`config.mk`:
```
export PLATFORM = sky130hd
export DESIGN_NAME = sat_counter
export DESIGN_NICKNAME = d
export VERILOG_FILES = /design/src/rtl/prbs_seq_checker_sat_counter.sv
export SDC_FILE = /design/constraint.sdc
export NUM_CORES = 1
export LEC_CHECK = 0
export ABC_AREA = 1
export BUFFER_PORTS_ARGS = -buffer_cell sky130_fd_sc_hd__buf_2
export CORE_MARGIN = 2
export CORE_UTILIZATION = 55
export CTS_CLUSTER_DIAMETER = 120
export DETAILED_ROUTE_END_ITERATION = 6
export PLACE_DENSITY_LB_ADDON = 0.05
export SLEW_MARGIN = 10
export SYNTH_ARGS = -nofsm -noshare
export SYNTH_HDL_FRONTEND = slang
export SYNTH_SLANG_ARGS = --single-unit
```
`constraint.sdc`:
```
create_clock -name clk -period 2 [get_ports clk]
set_input_delay 0.2 -clock clk [delete_from_list [all_inputs] [get_ports clk]]
set_output_delay 0.2 -clock clk [all_outputs]
set_load 0.005 [all_outputs]
```
`src/rtl/prbs_seq_checker_sat_counter.sv`:
```
// Saturating up-counter with synchronous clear; holds at all-ones.
module sat_counter #(
  parameter int CNT_W = 32,
  parameter int INC_W = 1
) (
  input  logic             clk,
  input  logic             reset,
  input  logic             clear,
  input  logic             en,
  input  logic [INC_W-1:0] inc,
  output logic [CNT_W-1:0] cnt
);

  logic [CNT_W:0] sum;

  assign sum = {1'b0, cnt} + (CNT_W + 1)'(inc);

  // Count by inc when enabled; clear and reset win, overflow pins at all-ones.
  always_ff @(posedge clk) begin
    if (reset || clear) begin
      cnt <= '0;
    end else if (en) begin
      cnt <= sum[CNT_W] ? '1 : sum[CNT_W-1:0];
    end
  end

endmodule

```
==> flow_metrics.py <==
metrics = {
    "timing": {
        "max_freq_mhz": 552,
        "hold_viol_final": 0,
        "finClkSkew_ns": 0.00840,
        "setup_viol": 0,
        "worst_slew_pin_slew_ns": 0.768,
        "max_slew_margin_pct": 48.7,
        "tns_ns": 0,
        "drv_slew": 0,
        "fin_crit_sh_pct": 90.5,
        "worst_slack_ns": 0.189,
        "whs_ns": 0.249,
        "rsz0062_at_grt": "false",
        "final.min_clock_period_ns": 1.81,
    },
    "logic_synthesis": {
        "synth_top_area_cell": "dfxtp_1",
        "synth.most_common_cell": "nand2_1",
        "syn_area_per_cell_um2": 6.62,
        "synthTopCellsByArea": "dfxtp_1 (33%), nand2_1 (17%), nor2_1 (7.6%)",
        "synth_commonest_cells": "nand2_1 (87), nor2_1 (39), inv_1 (35)",
        "async_reset_ff_share_pct": 0,
        "ys_ff_latch": 32,
        "syn-instance-count": 292,
        "synth_nets": 299,
        "synth_enable_flop_cells": 0,
        "yosysWarningCount": 0,
        "yosys.cell_types.count": 28,
        "synth_area_mm2": 0.00193,
        "synth_top_area_share_pct": 33.2,
        "ys.flop_type": "dfxtp_1",
        "yosysSeqAreaShare_pct": 33.2,
    },
    "critical_path": {
        "slowest_delay_ns": 0.45,
        "critPathSlowestCell": "dfxtp_1",
        "cp.required_ns": 2.28,
        "endpoint_kind": "flip-flop",
        "cp_max_fo": 13,
        "cp.arrival_ns": 2.09,
        "cp_cell_sequence": "nand2_1 > nor2_2 > nand2_1 > nor2_2 > nand3b_2 > a21oi_2",
        "critPathLaunchType": "flip-flop",
        "path_class": "flip-flop to flip-flop",
    },
    "grt": {
        "grt_pass1_wl_um": 8020,
        "overflow": 0,
        "grt_util_all_layers_pct": 25.7,
        "grt_max_degree": 27,
        "first_global_vias": 1817,
        "antenna_found_initial": 0,
    },
    "routing": {
        "vias": 1965,
        "drc": 0,
        "viasPerCell": 5.16,
        "final_antenna_net_count": 0,
        "wl_um": 4740,
        "dr.pass1.iters": 4,
        "wl_per_cell_um": 12.4,
        "dr.first_iter.drc_count": 126,
    },
    "outcome": {
        "status": "complete, no violations",
    },
    "final_layout": {
        "area_growth_pct": 16.8,
        "largest_reg_flops": 32,
        "regArea_um2": 641,
        "multi_input_area_mm2": 0.00114,
        "fill_cells": 343,
        "antennaDiodeCount": 0,
        "top_register": "cnt",
        "layout.nets": 341,
        "reg_top3": "cnt x32",
        "drive_gt1_share_pct": 21.5,
    },
    "clock_network": {
        "clk_path_buf_depth": 2,
        "clk_latency_ns": 0.35,
        "ctsHoldBuffers": 0,
        "numCtsBuffers": 5,
        "cts_tree": "yes",
        "cts_max_level": 2,
        "clkTransAtPathRegs_ns": 0.11,
        "cts_setup_buffers": 0,
        "clock_sinks": 32,
        "clockRootBuffer": "clkbuf_4",
    },
    "floorplan": {
        "die_h_um": 63.3,
        "dieWidth_um": 63.3,
        "core_mm2": 0.00336,
        "num_rows": 21,
        "start_util_pct": 57.4,
        "dieArea_mm2": 0.00400,
        "ios": 37,
    },
    "power_and_ir_drop": {
        "p_leak_uw": 0.00104,
        "peakVddDrop_v": 0.000351,
        "cellPowerDensity_mw_per_mm2": 522,
    },
    "placed_design": {
        "gp_congestion": 0.908,
        "pre_cts_ws_ns": 0.185,
        "dp_hpwl_um": 3460,
        "io_buffers": 36,
    },
    "flow_run": {
        "drv_cap": 0,
    },
    "worst_hold_path": {
        "min_path_type": "input port to flip-flop",
    },
}
## logic make-up after synthesis
kind of cell,count (synthesis),synth area share (%)
and+or+nand+nor,184,44.5
adders and majority gates,2,1.30
muxes,1,0.518
xor gates and xnor gates,9,4.08
DFF,32,33.2
AOI/OAI and AO/OA,23,7.58
buffers and inverters,41,8.87
## worst max-delay path: cells and delay by family, from the launching register on
kind / cells / cell delay [ns]
compound gates: 1 / 0.24
simple gates: 5 / 1.06
flops: 1 / 0.45
## path summary, 6_finish.rpt
kind	cells after the start	from	slack [ns]	endpoint
worst max-delay path	6	cnt[17]$_SDFFE_PP0P_	0.19	cnt[6]$_SDFFE_PP0P_
worst min-delay path	5	reset	0.25	cnt[21]$_SDFFE_PP0P_
worst max register to register	6	cnt[17]$_SDFFE_PP0P_	0.19	cnt[6]$_SDFFE_PP0P_
worst min register to register	2	cnt[31]$_SDFFE_PP0P_	0.50	cnt[31]$_SDFFE_PP0P_
## cell usage in the layout, fill, tap and decap left out, drive strengths merged
| cell type | count |
|---|---|
| nand2 | 89 |
| inv | 35 |
| bufinv | 1 |
| nand4 | 7 |
| o21ai | 2 |
| mux2i | 1 |
| clkinvlp | 1 |
| ha | 2 |
| xor2 | 2 |
| nand3b | 9 |
| or2 | 4 |
| clkinv | 1 |
| nor2 | 46 |
| a31oi | 5 |
| buf | 40 |
| xnor2 | 7 |
| a21oi | 15 |
| clkbuf | 5 |
| nand3 | 27 |
| dfxtp | 32 |
| o21bai | 1 |
| nor3 | 3 |
## layer usage
layer	track usage (%)	part of all wire (%)	wire length, µm	vias up
li1	-	-	-	1015
met1	33.0	47	2230	886
met2	40.8	45	2150	53
met3	6.43	5.3	249	11
met4	11.1	2.2	105	0
met5	0	0	0	-
## repair_timing
| action | CTS | global route |
|---|---|---|
| hold endpoints to repair | 0 | 0 |
| gates resized for setup | 0 | 1 |
| setup endpoints to repair | 0 | 3 |
## final cells by class
| type | instances | share of cell area (%) |
|---|---|---|
| sequential | 32 | 28.4 |
| clock buffer | 5 | 1.66 |
| inverter | 35 | 5.82 |
| clock inverter | 3 | 1.89 |
| multi-input combinational | 220 | 50.4 |
| timing repair buffer | 40 | 9.32 |
| tap | 46 | 2.55 |
## per-stage QoR
stage               util [%]  std cells  power [µW]  area, µm²
detailed placement      64.2        372         682       2160
global route            67.1        381        1210       2260
floorplan                  -        292         670       1930
global placement        64.2        372         681       2160
CTS                     66.6        380        1180       2240
finish                  67.1        381        1180       2260
## where the power goes
part           leakage [µW]  switching [µW]  internal, µW
Combinational      0.000746            18.7          9.29
Sequential         0.000258           0.919           638
Clock             0.0000412             250           260
Note: power is estimated with default switching activity, not from simulation.
